**config.mk**
```make
export PLATFORM = sky130hd
export DESIGN_NAME = fire_seq_ctrl
export DESIGN_NICKNAME = d
export VERILOG_FILES = /design/src/rtl/fire_seq_pkg.sv /design/src/rtl/fire_seq_ctrl_regfile.sv /design/src/rtl/fire_seq_ctrl.sv
export SDC_FILE = /design/constraint.sdc
export NUM_CORES = 1
export LEC_CHECK = 0
export ABC_AREA = 1
export CAP_MARGIN = 0
export CORE_AREA = 10 10 201 203
export CTS_BUF_LIST = sky130_fd_sc_hd__clkbuf_16
export DETAILED_ROUTE_END_ITERATION = 6
export DIE_AREA = 0 0 211 213
export MAX_ROUTING_LAYER = met4
export PLACE_DENSITY = 0.51
export SYNTH_ARGS = -nofsm -noshare
export SYNTH_HDL_FRONTEND = slang
export SYNTH_HIERARCHICAL = 1
export SYNTH_SLANG_ARGS = --single-unit
```
**constraint.sdc**
```tcl
create_clock -name clk_i -period 13.8 [get_ports clk_i]
set_input_delay 1.38 -clock clk_i [delete_from_list [all_inputs] [get_ports clk_i]]
set_output_delay 1.38 -clock clk_i [all_outputs]
set_load 0.1 [all_outputs]
```
**src/rtl/fire_seq_pkg.sv**
```systemverilog
// Shared types for the fire sequencer: FSM states, config field layout and the packed config record.
package fire_seq_pkg;

  typedef enum logic [2:0] {
    ST_IDLE  = 3'd0,
    ST_LOAD  = 3'd1,
    ST_START = 3'd2,
    ST_RUN   = 3'd3,
    ST_DRAIN = 3'd4,
    ST_DONE  = 3'd5
  } state_e;

  localparam int CFG_W     = 25;
  localparam int LDIM_LSB  = 0;
  localparam int LDIM_W    = 7;
  localparam int KDEP_LSB  = 7;
  localparam int KDEP_W    = 6;
  localparam int ALIM_LSB  = 13;
  localparam int ALIM_W    = 11;
  localparam int MAXEN_BIT = 24;

  typedef struct packed {
    logic              max_en;
    logic [ALIM_W-1:0] addr_limit;
    logic [KDEP_W-1:0] ker_depth;
    logic [LDIM_W-1:0] layer_dim;
  } fire_cfg_t;

  function automatic fire_cfg_t unpack_cfg(input logic [CFG_W-1:0] raw);
    fire_cfg_t c;
    c.max_en     = raw[MAXEN_BIT];
    c.addr_limit = raw[ALIM_LSB +: ALIM_W];
    c.ker_depth  = raw[KDEP_LSB +: KDEP_W];
    c.layer_dim  = raw[LDIM_LSB +: LDIM_W];
    return c;
  endfunction

endpackage

```
**src/rtl/fire_seq_ctrl_regfile.sv**
```systemverilog
// Per-fire config table: synchronous write, registered read; read data holds until the next read.
// One-cycle read latency; writes are never stalled (the caller filters colliding writes).
module fire_cfg_regfile
  import fire_seq_pkg::*;
#(
  parameter int DEPTH = 8,
  localparam int AW   = $clog2(DEPTH)
) (
  input  logic          i_clk,
  input  logic          i_rst_n,
  input  logic          i_wr_en,
  input  logic [AW-1:0] i_wr_addr,
  input  fire_cfg_t     i_wr_dat,
  input  logic          i_rd_en,
  input  logic [AW-1:0] i_rd_addr,
  output fire_cfg_t     o_rd_dat
);

  fire_cfg_t r_mem [DEPTH];
  fire_cfg_t r_rd_dat;

  always_ff @(posedge i_clk or negedge i_rst_n) begin
    if (!i_rst_n) begin
      for (int i = 0; i < DEPTH; i++) begin
        r_mem[i] <= '0;
      end
    end else if (i_wr_en) begin
      r_mem[i_wr_addr] <= i_wr_dat;
    end
  end

  always_ff @(posedge i_clk or negedge i_rst_n) begin
    if (!i_rst_n) begin
      r_rd_dat <= '0;
    end else if (i_rd_en) begin
      r_rd_dat <= r_mem[i_rd_addr];
    end
  end

  assign o_rd_dat = r_rd_dat;

endmodule

```
**src/rtl/fire_seq_ctrl.sv**
```systemverilog
// Walks the host-written fire table, driving config and a start pulse per fire, then drains.
// run_i to start_o is two cycles; pacing comes only from fire_end_flag_i, the drain window and the watchdog.
module fire_seq_ctrl
  import fire_seq_pkg::*;
#(
  parameter int MAX_FIRES    = 8,
  parameter int DRAIN_CYCLES = 4,
  parameter int WDOG_W       = 20,
  localparam int IDXW        = $clog2(MAX_FIRES)
) (
  input  logic             clk_i,
  input  logic             rst_n_i,
  input  logic             cfg_wr_en_i,
  input  logic [IDXW-1:0]  cfg_wr_addr_i,
  input  logic [CFG_W-1:0] cfg_wr_data_i,
  input  logic [IDXW:0]    num_fires_i,
  input  logic             run_i,
  input  logic             abort_i,
  input  logic             fire_end_flag_i,
  output logic             start_o,
  output logic             max_en_o,
  output logic [10:0]      one_exp_layer_addr_limit_o,
  output logic [5:0]       exp_ker_depth_o,
  output logic [6:0]       layer_dimension_o,
  output logic [IDXW-1:0]  fire_idx_o,
  output logic             busy_o,
  output logic             done_o,
  output logic [1:0]       err_o
);

  localparam int DRW = $clog2(DRAIN_CYCLES + 1) + 1;
  localparam logic [WDOG_W-1:0] WDOG_LAST  = {{(WDOG_W-1){1'b1}}, 1'b0};
  localparam logic [WDOG_W-1:0] WDOG_ONE   = WDOG_W'(1);
  localparam logic [DRW-1:0]    DRAIN_LAST = DRW'(DRAIN_CYCLES);
  localparam logic [DRW-1:0]    DRAIN_ONE  = DRW'(1);
  localparam logic [IDXW:0]     NUM_MAX    = (IDXW+1)'(MAX_FIRES);
  localparam logic [IDXW:0]     NUM_ONE    = (IDXW+1)'(1);
  localparam logic [IDXW-1:0]   IDX_ONE    = IDXW'(1);

  logic [1:0]        r_rst_sync;
  logic              w_rst_n;
  state_e            r_state;
  state_e            w_state_nxt;
  logic [IDXW-1:0]   r_fire_idx;
  logic [IDXW:0]     r_num_fires;
  logic [WDOG_W-1:0] r_wdog;
  logic [DRW-1:0]    r_drain;
  logic [1:0]        r_err;
  logic              w_num_ok;
  logic              w_accept_run;
  logic              w_abort;
  logic              w_timeout;
  logic              w_last_fire;
  logic              w_wr_collide;
  logic              w_wr_en;
  logic              w_rd_en;
  fire_cfg_t         w_wr_dat;
  fire_cfg_t         w_cfg;

  // Reset asserts asynchronously but releases on a clock edge.
  always_ff @(posedge clk_i or negedge rst_n_i) begin
    if (!rst_n_i) begin
      r_rst_sync <= 2'b00;
    end else begin
      r_rst_sync <= {r_rst_sync[0], 1'b1};
    end
  end
  assign w_rst_n = r_rst_sync[1];

  assign w_num_ok     = (num_fires_i != '0) && (num_fires_i <= NUM_MAX);
  assign w_last_fire  = ({1'b0, r_fire_idx} == (r_num_fires - NUM_ONE));
  assign w_abort      = abort_i && (r_state != ST_IDLE) && (r_state != ST_DONE);
  assign w_wr_collide = cfg_wr_en_i && (r_state == ST_LOAD) && (cfg_wr_addr_i == r_fire_idx);
  assign w_wr_en      = cfg_wr_en_i && !w_wr_collide;
  assign w_wr_dat     = unpack_cfg(cfg_wr_data_i);
  assign w_rd_en      = (r_state == ST_LOAD);

  always_comb begin
    w_state_nxt  = r_state;
    w_accept_run = 1'b0;
    w_timeout    = 1'b0;
    unique case (r_state)
      ST_IDLE: begin
        if (run_i && w_num_ok) begin
          w_accept_run = 1'b1;
          w_state_nxt  = ST_LOAD;
        end
      end
      ST_LOAD:  w_state_nxt = ST_START;
      ST_START: w_state_nxt = ST_RUN;
      ST_RUN: begin
        // A zero watchdog marks the first RUN cycle, where the flag may still be stale.
        if (fire_end_flag_i && (r_wdog != '0)) begin
          w_state_nxt = ST_DRAIN;
        end else if (r_wdog == WDOG_LAST) begin
          w_timeout   = 1'b1;
          w_state_nxt = ST_DONE;
        end
      end
      ST_DRAIN: begin
        if (r_drain == DRAIN_LAST) begin
          w_state_nxt = w_last_fire ? ST_DONE : ST_LOAD;
        end
      end
      ST_DONE:  w_state_nxt = ST_IDLE;
      default:  w_state_nxt = ST_IDLE;
    endcase
    if (w_abort) begin
      w_state_nxt = ST_DONE;
    end
  end

  always_ff @(posedge clk_i or negedge w_rst_n) begin
    if (!w_rst_n) begin
      r_state <= ST_IDLE;
    end else begin
      r_state <= w_state_nxt;
    end
  end

  always_ff @(posedge clk_i or negedge w_rst_n) begin
    if (!w_rst_n) begin
      r_fire_idx  <= '0;
      r_num_fires <= '0;
    end else if (w_accept_run) begin
      r_fire_idx  <= '0;
      r_num_fires <= num_fires_i;
    end else if ((r_state == ST_DRAIN) && (w_state_nxt == ST_LOAD)) begin
      r_fire_idx  <= r_fire_idx + IDX_ONE;
    end
  end

  always_ff @(posedge clk_i or negedge w_rst_n) begin
    if (!w_rst_n) begin
      r_wdog  <= '0;
      r_drain <= '0;
    end else begin
      if (r_state == ST_START) begin
        r_wdog <= '0;
      end else if (r_state == ST_RUN) begin
        r_wdog <= r_wdog + WDOG_ONE;
      end
      r_drain <= (r_state == ST_DRAIN) ? (r_drain + DRAIN_ONE) : '0;
    end
  end

  always_ff @(posedge clk_i or negedge w_rst_n) begin
    if (!w_rst_n) begin
      r_err <= 2'b00;
    end else if (w_accept_run) begin
      r_err <= 2'b00;
    end else begin
      if ((run_i && !w_accept_run) || w_wr_collide) begin
        r_err[0] <= 1'b1;
      end
      if (w_timeout && !w_abort) begin
        r_err[1] <= 1'b1;
      end
    end
  end

  fire_cfg_regfile #(
    .DEPTH (MAX_FIRES)
  ) u_cfg_regfile (
    .i_clk     (clk_i),
    .i_rst_n   (w_rst_n),
    .i_wr_en   (w_wr_en),
    .i_wr_addr (cfg_wr_addr_i),
    .i_wr_dat  (w_wr_dat),
    .i_rd_en   (w_rd_en),
    .i_rd_addr (r_fire_idx),
    .o_rd_dat  (w_cfg)
  );

  assign start_o                    = (r_state == ST_START);
  assign done_o                     = (r_state == ST_DONE);
  assign busy_o                     = (r_state == ST_LOAD) || (r_state == ST_START) ||
                                      (r_state == ST_RUN)  || (r_state == ST_DRAIN);
  assign err_o                      = r_err;
  assign fire_idx_o                 = r_fire_idx;
  assign max_en_o                   = w_cfg.max_en;
  assign one_exp_layer_addr_limit_o = w_cfg.addr_limit;
  assign exp_ker_depth_o            = w_cfg.ker_depth;
  assign layer_dimension_o          = w_cfg.layer_dim;

endmodule

```
======== Word level (Yosys, flattened, before mapping) ========
Cells that the tools add are included.
word-level totals
  bits in registers ....................... 263
  bits in latches ......................... 0
  bits in writable memories ............... 0
  memory bits (read-only) ................. 0
  input bits .............................. 38
  output and inout bits ................... 33
  word-level logic and storage cells ...... 118
  memories ................................ 0
operators by class
  add/sub/neg operators ................... 4
  $mul .................................... 0
  divide/modulo/power cells ............... 0
  magnitude comparators ................... 4
  equal/unequal tests ..................... 11
  shift operators ......................... 0
  multiplexer cells ....................... 26
  bitwise operators ....................... 2
  reductions and logical operators ........ 27
operators by type and width
  cell                                                        count
  bitwise mux 200 bit                                         1
  binary-select mux 25 bit (select 3 bit)                     1
  demux 25 bit (select 3 bit)                                 1
  two-way mux 25 bit                                          3
  two-way mux 20 bit                                          2
  two-way mux 3 bit                                           8
  adder 20 x 1 -> 20 bit, second input constant               1
  equality test 20 bit, second input constant                 1
  nonzero test 20 bit                                         1
  case mux 3 bit (5 select lines)                             1
  logical AND 1 bit                                           12
  greater-or-equal comparator 4 bit, second input constant    2
  NOT 3 -> 4 bit                                              2
  nonzero test 2 bit                                          4
  two-way mux 1 bit                                           7
  equality test 3 x 1 -> 1 bit, second input constant         2
  equality test 3 x 2 -> 1 bit, second input constant         2
  equality test 3 bit, second input constant                  2
  adder 4 x 1 -> 4 bit, second input constant                 1
  equality test 3 x 4 -> 1 bit                                1
  equality test 4 x 3 -> 1 bit, second input constant         1
  less-or-equal comparator 4 bit, second input constant       1
  logical OR 1 bit                                            4
  less-than comparator 4 x 1 -> 1 bit, second input constant  1
  10 further kinds                                            12

======== Logic depth before layout (Yosys ltp) ========
Gate-level depths: netlist of the first run.
  depth after elaboration ................. 10
  depth in mapped cells ................... 14

======== Hierarchy ========
Netlist of the first run, hierarchy kept.
by module, submodules not included
  module            instances  cells each  area each (sq um)
  fire_cfg_regfile  1          1,353       10,359.9
  fire_seq_ctrl     1          298         2,230.9

======== Least setup slack after synthesis of the first run ========
No wires, ideal clock.
  path kind ............................... flip-flop to output port
  start ................................... register r_state[2]
  end ..................................... output port done_o
  arrival time ............................ 1.811 ns
  data required time ...................... 12.420 ns
  setup slack ............................. 10.609 ns
  stages on the path, launching flop included .. 3
  cells stage by stage .................... dfrtp_1 -> inv_2 -> nor2_1
between the ends
  word-level cells in the longest chain between the ends .. 1
RTL lines
  element                 RTL line              RTL
  start, declared         fire_seq_ctrl.sv:42   state_e r_state;
  start signal, assigned  fire_seq_ctrl.sv:117  r_state <= w_state_nxt;
  equality test 3 bit     fire_seq_ctrl.sv:176  assign done_o = (r_state == ST_DONE);
  end, declared           fire_seq_ctrl.sv:27   output logic done_o,
Every way passes these cells.

======== Worst setup path after layout of the first run ========
  start ................................... register r_state[2]
  end ..................................... output port start_o
between the ends
  word-level cells in the longest chain between the ends .. 1
RTL lines
  element                       RTL line              RTL
  equality test 3 x 2 -> 1 bit  fire_seq_ctrl.sv:175  assign start_o = (r_state == ST_START);
  end, declared                 fire_seq_ctrl.sv:20   output logic start_o,
Every way passes these cells.

==> results.cfg, run 1 <==
[cts]
post_cts.repair.setup_buffers = 0
cts-root-buf = clkbuf_16
hold_buffers = 0
cts_tree = done
clkTransAtPathRegs_ns = 0.06
numCtsBuffers = 31
clockBufferDepth = 3
clock_latency_ns = 0.58
clock_sinks = 263
cts_max_level = 1
cts.repair.resized = 0

[power_and_ir_drop]
seq_power_share_pct = 37.2
clkPwrFrac_pct = 24.3
vdd_drop_max_uv = 96.4
switching_share_pct = 43.0
powerDensity_mw_per_mm2 = 204
p_leak_nw = 7.33
p_switching_w = 0.00128
combinationalPowerShare_pct = 38.5
internal_power_w = 0.00169

[logic_synthesis]
synthMostInstantiatedCell = nand2_1
syn_avg_cell_area_um2 = 7.63
yosysTopAreaCellShare_pct = 52.3
synth_flop_cell = dfrtp_1
async_flop_share_pct = 100
synthCells = 1651
yosys-top-cells-area = dfrtp_1, nand2_1, o21ai_0, nand3_1, inv_1
ys_seq_elements = 263
synth.net_count = 1696
yosysSeqAreaShare_pct = 52.3
yosys.area.top_type = dfrtp_1
synth_cell_type_count = 36
synth_area_mm2 = 0.0126
synth_warnings = 6
yosys-top-cells-count = nand2_1, dfrtp_1, inv_1
synth_edf_count = 0

[sta]
relSlewSlack_pct = 27.3
rsz0062_at_grt = false
fin_crit_sh_pct = 32.6
clock_skew_ns = 0.0136
drv_slew = 0
finalSetupViolCount = 0
hold_viol_final = 0
worstMarginPinSlew_ns = 1.09
fmax_mhz = 222
period_needed_ns = 4.51
setup_tns_ns = 0

[run]
maxCapViolCount = 0

[worst_setup_path]
cp-end-kind = output port
path_class = flip-flop to output port
crit_required_ns = 12.42
path_max_fanout = 16
critPathTopFamily = buffers and inverters
critPathArrivalTime_ns = 3.13
cp_slowest_stage_delay_ns = 1.18
crit_path_start_kind = flip-flop
crit_chain = nor2_4, nand2_1, inv_1, clkdlybuf4s50_1
critPathSlowestCell = clkdlybuf4s50_1
crit_buf_inv = 2

[layout]
synthToLayoutAreaGrowth_pct = 15.5
final_area_mm2 = 0.0145
diodes = 0
drive_gt1_share_pct = 5.38
multiInputGateArea_mm2 = 0.00480
num-fill-cells = 3853
seq_area_mm2 = 0.00659
fin_nets = 1731

[placement]
placed_area_mm2 = 0.0137
place.gp.congestion = 0.775
dpl.hpwl_um = 19800
portBuffers = 70

[global_routing]
grt_use_total_pct = 16.1
grt_pass1_vias = 10400
antenna_found_initial = 0
grt_pass1_wl_um = 56600
grt_max_degree = 80
grt-ovfl-total = 0

[detailed_routing]
drt-pass1-iter-count = 5
ant_nets = 0
drtIter0Drc = 776
vias_per_cell = 4.80
drt-total-wl_um = 34500
vias = 10400
avgRoutedWirePerCell_um = 15.9
route.detailed.drc = 0

[floorplan]
initial_utilization_pct = 34.7
ios = 71
rows = 70
core_area_mm2 = 0.0363
die_w_um = 211
dieArea_mm2 = 0.0449
dieHeight_um = 213

[worst_hold_path]
hold_class = flip-flop to flip-flop

[run_status]
status = completed
-- metal layers --
metal | track usage [%] | share of wire (%) | vias to the layer above
li1 | - | - | 5212
met1 | 21.1 | 47 | 4971
met2 | 25.6 | 46 | 205
met3 | 2.26 | 4.8 | 51
met4 | 4.22 | 2.0 | 0
met5 | - | 0 | -
-- placed cells by master (no fill, tap or decap) --
cell type        instances
dfrtp_2                  1
nand2_1                569
nand3_1                172
dfrtp_4                  2
nor3_2                   1
inv_2                    9
xor2_1                   2
nor2_1                  44
a21oi_1                 19
a31oi_1                  1
o21bai_1                 3
clkbuf_16               31
nor2_4                   3
nand4_2                  1
nand4_1                  1
nand3_2                  3
o22ai_1                  1
nor4_1                   2
ha_1                     7
inv_6                    1
clkdlybuf4s50_1         70
buf_4                   16
nor3_4                   2
or2_1                    1
clkinv_1                10
inv_1                  226
a221oi_1                 1
nor3_1                   4
xnor2_1                  3
nor2_2                   8
o21ai_1                  5
o21ai_0                212
and3_1                   1
nand2_2                  7
conb_1                   1
a211oi_1                 2
inv_4                    1
dfrtp_1                260
clkinv_2                 6
-- final cells by class --
class / instances / area share (%)
Multi-Input combinational cell: 1076 / 33.0
Inverter: 228 / 5.90
Sequential cell: 263 / 45.3
Tap cell: 468 / 4.03
Clock inverter: 25 / 0.732
Timing Repair Buffer: 86 / 5.65
Clock buffer: 31 / 5.34
-- stage by stage --
step	hold slack, ns	worst slack (ns)	std cells	utilization (%)	total power, W
after CTS	0.353	9.23	2177	40.1	0.00301
after global routing	0.355	9.07	2177	40.1	0.00320
final	0.348	9.29	2177	40.1	0.00297
after global placement	0.336	9.73	2121	37.7	0.00226
after floorplan	0.331	5.93	1651	-	0.00196
after detailed placement	0.340	9.56	2121	37.7	0.00227
-- state kept, by name, summed over array words and instances, names as in the netlist --
signal	count
r_rst_sync	2
r_drain	4
r_wdog	20
r_state	3
r_num_fires	4
u_cfg_regfile/o_rd_dat	25
fire_idx_o	3
u_cfg_regfile/r_mem	200
err_o	2
-- logic make-up after synthesis --
kind of cell,Yosys count,share of synthesized area (%)
other,1,0.0298
flip-flops,263,52.3
adder cells (fa/ha/maj),7,0.696
AO/OA/AOI/OAI,244,9.85
buffers and inverters,312,9.71
AND/OR/NAND/NOR,819,27.1
XOR/XNOR,5,0.348
-- power groups by stage --
| stage | registers [W] | logic [W] | clock network, W |
|---|---|---|---|
| final | 0.00110 | 0.00114 | 0.000723 |
| after global routing | 0.00113 | 0.00129 | 0.000779 |
| after CTS | 0.00111 | 0.00116 | 0.000749 |
| after detailed placement | 0.00112 | 0.00115 | 0 |
| after global placement | 0.00111 | 0.00115 | 0 |
| after floorplan | 0.00134 | 0.000624 | 0 |
-- path summary, 6_finish.rpt --
kind                          startpoint                      end  slack (ns)  cells after the start
min in group asynchronous  r_rst_sync[1]               r_wdog[10]        0.45                      0
setup / recovery              r_state[2]                  start_o        9.29                      4
max in group asynchronous  r_rst_sync[1]  u_cfg_regfile/r_mem[71]       11.09                      2
hold reg to reg            r_rst_sync[0]            r_rst_sync[1]        0.35                      0
setup reg to reg           fire_idx_o[2]  u_cfg_regfile/r_mem[40]       10.27                      8
hold / removal             r_rst_sync[0]            r_rst_sync[1]        0.35                      0
No activity file was read; power rests on OpenSTA's default activity.
==> run 2: changes to the inputs <==
--- a/config.mk
+++ b/config.mk
@@ -12,7 +12,7 @@
 export DETAILED_ROUTE_END_ITERATION = 6
 export DIE_AREA = 0 0 211 213
 export MAX_ROUTING_LAYER = met4
-export PLACE_DENSITY = 0.51
+export PLACE_DENSITY = 0.53
 export SYNTH_ARGS = -nofsm -noshare
 export SYNTH_HDL_FRONTEND = slang
 export SYNTH_HIERARCHICAL = 1
==> constraint.sdc (replaced) <==
create_clock -name clk_i -period 4.1 [get_ports clk_i]
set_input_delay 0.41 -clock clk_i [delete_from_list [all_inputs] [get_ports clk_i]]
set_output_delay 0.41 -clock clk_i [all_outputs]
set_load 0.1 [all_outputs]
==> run 2 against run 1 <==
Effect of this change: sequential share of layout area decreased by 0.21 points; sequential power grew to 3.3 times the previous value; critical path depth increased by 2; clock power increased to 3.3 times the previous value.
==> results.cfg, run 2 (synthesis gave the netlist of run 1 again) <==
[run_status]
status = completed

[detailed_routing]
vias_per_cell = 4.75
drt-pass1-iter-count = 5
avgRoutedWirePerCell_um = 15.6
drt-total-wl_um = 34100
vias = 10400
drtIter0Drc = 847
ant_nets = 0
route.detailed.drc = 0

[sta]
finalSetupViolCount = 0
hold_viol_final = 0
rsz0062_at_grt = false
worstMarginPinSlew_ns = 1.09
relSlewSlack_pct = 27.0
setup_tns_ns = 0
drv_slew = 0
fmax_mhz = 314
period_needed_ns = 3.18
clock_skew_ns = 0.0108
fin_crit_sh_pct = 77.7

[placement]
placed_area_mm2 = 0.0137
place.gp.congestion = 0.781
dpl.hpwl_um = 19700
portBuffers = 70

[cts]
cts_max_level = 1
cts.repair.resized = 0
cts-root-buf = clkbuf_16
clock_sinks = 263
cts_tree = done
clock_latency_ns = 0.56
post_cts.repair.setup_buffers = 0
clockBufferDepth = 3
hold_buffers = 1
numCtsBuffers = 30
clkTransAtPathRegs_ns = 0.06

[worst_setup_path]
crit_chain = nor2_1, inv_1, nor2_1, inv_1, nand2_1, clkdlybuf4s50_1
critPathSlowestCell = clkdlybuf4s50_1
cp-end-kind = output port
path_class = flip-flop to output port
crit_path_start_kind = flip-flop
critPathArrivalTime_ns = 2.77
critPathTopFamily = buffers and inverters
cp_slowest_stage_delay_ns = 1.14
path_max_fanout = 5
crit_required_ns = 3.69
crit_buf_inv = 3

[run]
maxCapViolCount = 0

[worst_hold_path]
hold_class = flip-flop to flip-flop

[layout]
diodes = 0
final_area_mm2 = 0.0146
drive_gt1_share_pct = 5.89
regMostFlops = u_cfg_regfile/r_mem
mostFrequentLayoutCells = nand2_1, dfrtp_1, inv_1, o21ai_0, nand3_1
synthToLayoutAreaGrowth_pct = 16.0
utilization_pct = 40.3
largest_register_ffs = 200
final_common_cell = nand2_1
fin_nets = 1738

[floorplan]
initial_utilization_pct = 34.7
ios = 71
dieHeight_um = 213
rows = 70
dieArea_mm2 = 0.0449
die_w_um = 211
core_area_mm2 = 0.0363

[global_routing]
grt_use_total_pct = 15.8
grt_pass1_wl_um = 56000
antenna_found_initial = 0
grt-ovfl-total = 0
grt_max_degree = 71
grt_pass1_vias = 10000

[power_and_ir_drop]
p_leak_nw = 7.37
vdd_drop_max_uv = 548
powerDensity_mw_per_mm2 = 683
-- run 2: layout make-up --
class | count | area (µm²)
Timing Repair Buffer | 94 | 903
Tap cell | 468 | 586
Clock inverter | 25 | 118
Fill cell | 3769 | 21700
Sequential cell | 263 | 6590
Inverter | 228 | 858
Clock buffer | 30 | 751
Multi-Input combinational cell | 1076 | 4800
-- run 2: metrics by stage --
step,instances,power (W),hold WS (ns),worst slack (ns)
global route,2184,0.0107,0.354,0.778
finish,2184,0.00998,0.349,0.916
CTS,2184,0.0101,0.352,0.883
global placement,2128,0.00761,0.337,1.14
floorplan,1651,0.00660,0.114,1.42
detailed placement,2128,0.00765,0.339,1.10
-- run 2: worst paths after layout --
check                               from                       end  slack (ns)  cells after the start
setup / recovery              r_state[1]                    busy_o        0.92                      6
hold / removal             r_rst_sync[0]             r_rst_sync[1]        0.35                      0
setup reg to reg           fire_idx_o[0]   u_cfg_regfile/r_mem[40]        1.39                      9
hold reg to reg            r_rst_sync[0]             r_rst_sync[1]        0.35                      0
max in group asynchronous  r_rst_sync[1]  u_cfg_regfile/r_mem[101]        2.78                      1
min in group asynchronous  r_rst_sync[1]  u_cfg_regfile/r_mem[145]        0.39                      0
-- run 2: power by group --
part,switching [W],internal [W]
Combinational,0.00285,0.00111
Sequential,0.000379,0.00325
Clock,0.00107,0.00132
Total,0.00430,0.00568
-- run 2: metal layers --
| layer | routed length, µm | vias to the layer above | global-route usage [%] |
|---|---|---|---|
| met5 | 0 | - | - |
| met4 | 469 | 0 | 3.32 |
| met3 | 1300 | 32 | 1.57 |
| met2 | 15600 | 195 | 25.2 |
| met1 | 16700 | 4932 | 21.5 |
| li1 | - | 5218 | - |
==> run 3: changes to the inputs <==
==> constraint.sdc (replaced) <==
create_clock -name clk_i -period 2.85 [get_ports clk_i]
set_input_delay 0.285 -clock clk_i [delete_from_list [all_inputs] [get_ports clk_i]]
set_output_delay 0.285 -clock clk_i [all_outputs]
set_load 0.1 [all_outputs]
==> run 3 against run 2 <==
Effect of this change: total power rose by 46%; hold slack got worse by 0.049 ns; count of clock-buffer cells in the layout rose by 1; core utilization rose by 0.35 points; critical path depth fell by 1; critical path type unchanged.
==> results.cfg, run 3 (synthesis gave the netlist of run 1 again) <==
[floorplan]
ios = 71
rows = 70
die_w_um = 211
dieArea_mm2 = 0.0449
dieHeight_um = 213
core_area_mm2 = 0.0363
initial_utilization_pct = 34.7

[layout]
num-fill-cells = 3750
final_area_mm2 = 0.0147
diodes = 0
synthToLayoutAreaGrowth_pct = 17.0
mostFrequentLayoutCells = nand2_1, dfrtp_1, inv_1, o21ai_0, nand3_1
fin_nets = 1747
regMostFlops = u_cfg_regfile/r_mem
final_common_cell = nand2_1
largest_register_ffs = 200
drive_gt1_share_pct = 8.45

[sta]
fin_crit_sh_pct = 84.2
clock_skew_ns = 0.0249
fmax_mhz = 417
finalSetupViolCount = 0
worstMarginPinSlew_ns = 0.743
relSlewSlack_pct = 50.4
drv_slew = 0
hold_viol_final = 0
rsz0062_at_grt = false
setup_tns_ns = 0
period_needed_ns = 2.40

[global_routing]
gr-usage-met3_pct = 1.72
grt_max_degree = 62
grt_use_total_pct = 16.1
grtUsageMet2_pct = 25.4
grt_pass1_vias = 10300
antenna_found_initial = 0
gr-usage-met1_pct = 22.0
grt_pass1_wl_um = 57000
grt-ovfl-total = 0
grt-busiest-layer = met2

[cts]
numCtsBuffers = 31
clock_latency_ns = 0.58
clock_sinks = 263
clockBufferDepth = 3
cts_tree = done
cts_max_level = 1
cts-root-buf = clkbuf_16
cts.repair.resized = 0
clkTransAtPathRegs_ns = 0.06

[run]
maxCapViolCount = 0

[placement]
portBuffers = 70
placed_area_mm2 = 0.0138
dpl.hpwl_um = 20700
place.gp.congestion = 0.798

[worst_setup_path]
cp_slowest_stage_delay_ns = 0.46
cp-end-kind = output port
reg2reg_setup_slack_ns = 0.80
r2r_end = u_cfg_regfile/o_rd_dat[24]
crit_required_ns = 2.57
path_max_fanout = 16
crit_path_start_kind = flip-flop
crit_chain = nor2_4, nand2_1, buf_4, inv_1, buf_4
critPathSlowestCell = dfrtp_1
ff2ff_path_depth = 8
path_class = flip-flop to output port
regToRegStartpoint = fire_idx_o[0]
critPathArrivalTime_ns = 2.11
cp_common_cell = buf_4

[power_and_ir_drop]
vdd_drop_max_uv = 573
powerDensity_mw_per_mm2 = 990
p_leak_nw = 7.51

[detailed_routing]
drt-total-wl_um = 34400
drt-pass1-iter-count = 7
drtIter0Drc = 885
vias_per_cell = 4.74
route.detailed.drc = 0
vias = 10400
avgRoutedWirePerCell_um = 15.7
ant_nets = 0

[worst_hold_path]
hold_class = input pin to flip-flop
holdPathStages = 3
hold_end = u_cfg_regfile/r_mem[16]
hp-start = cfg_wr_data_i[16]

[run_status]
status = completed
[run 3: stage by stage]
step / util [%] / hold slack, ns / cells / total power (W) / worst slack [ns]
after global placement: 38.0 / 0.336 / 2136 / 0.0109 / 0.547
final: 40.6 / 0.300 / 2195 / 0.0146 / 0.451
after global routing: 40.6 / 0.313 / 2195 / 0.0157 / 0.309
after floorplan: - / -0.0106 / 1651 / 0.00949 / 0.173
after detailed placement: 38.0 / 0.336 / 2136 / 0.0110 / 0.465
after CTS: 40.6 / 0.277 / 2195 / 0.0148 / 0.409
[run 3: area by class of cell]
class | count | area [µm²] | share of cell area, %
repair buffers | 102 | 961 | 6.52
clock inverters | 27 | 163 | 1.10
multi-input cells | 1076 | 4800 | 32.6
inverters | 228 | 858 | 5.83
clock buffers | 31 | 776 | 5.26
well taps | 468 | 586 | 3.97
flip-flops and latches | 263 | 6590 | 44.7
[run 3: how the worst max path moves through the flow]
stage,from,to,slack (ns),cells after the start
after floorplan,r_state[2],fire_idx_o[0],0.17,9
after global placement,cfg_wr_addr_i[2],u_cfg_regfile/r_mem[192],0.55,9
after detailed placement,cfg_wr_addr_i[2],u_cfg_regfile/r_mem[110],0.47,9
after CTS,r_state[2],start_o,0.41,5
after global routing,r_state[2],start_o,0.31,5
final,r_state[2],start_o,0.45,5
[run 3: layer usage]
layer	share of wire, %	up-vias	wire (µm)
li1	-	5243	-
met1	49	4914	16800
met2	45	205	15600
met3	4.3	44	1470
met4	1.5	0	533
met5	0	-	0
[run 3: worst max-delay path: cells and delay by family, from the launching register on]
family,cells,cell delay [ns]
simple gates,2,0.36
flops,1,0.46
buf+inv,3,0.72
[run 3: repair_timing]
action / CTS / global route
hold buffers: 1 / 0
hold endpoints to repair: 2 / 0
buffers inserted: 0 / 0
[run 3: power breakdown]
part	leakage (nW)	switching (W)	total [W]	internal, W
sequential	3.32	0.000560	0.00523	0.00467
clock	0.493	0.00160	0.00367	0.00206
combinational	3.69	0.00412	0.00569	0.00157
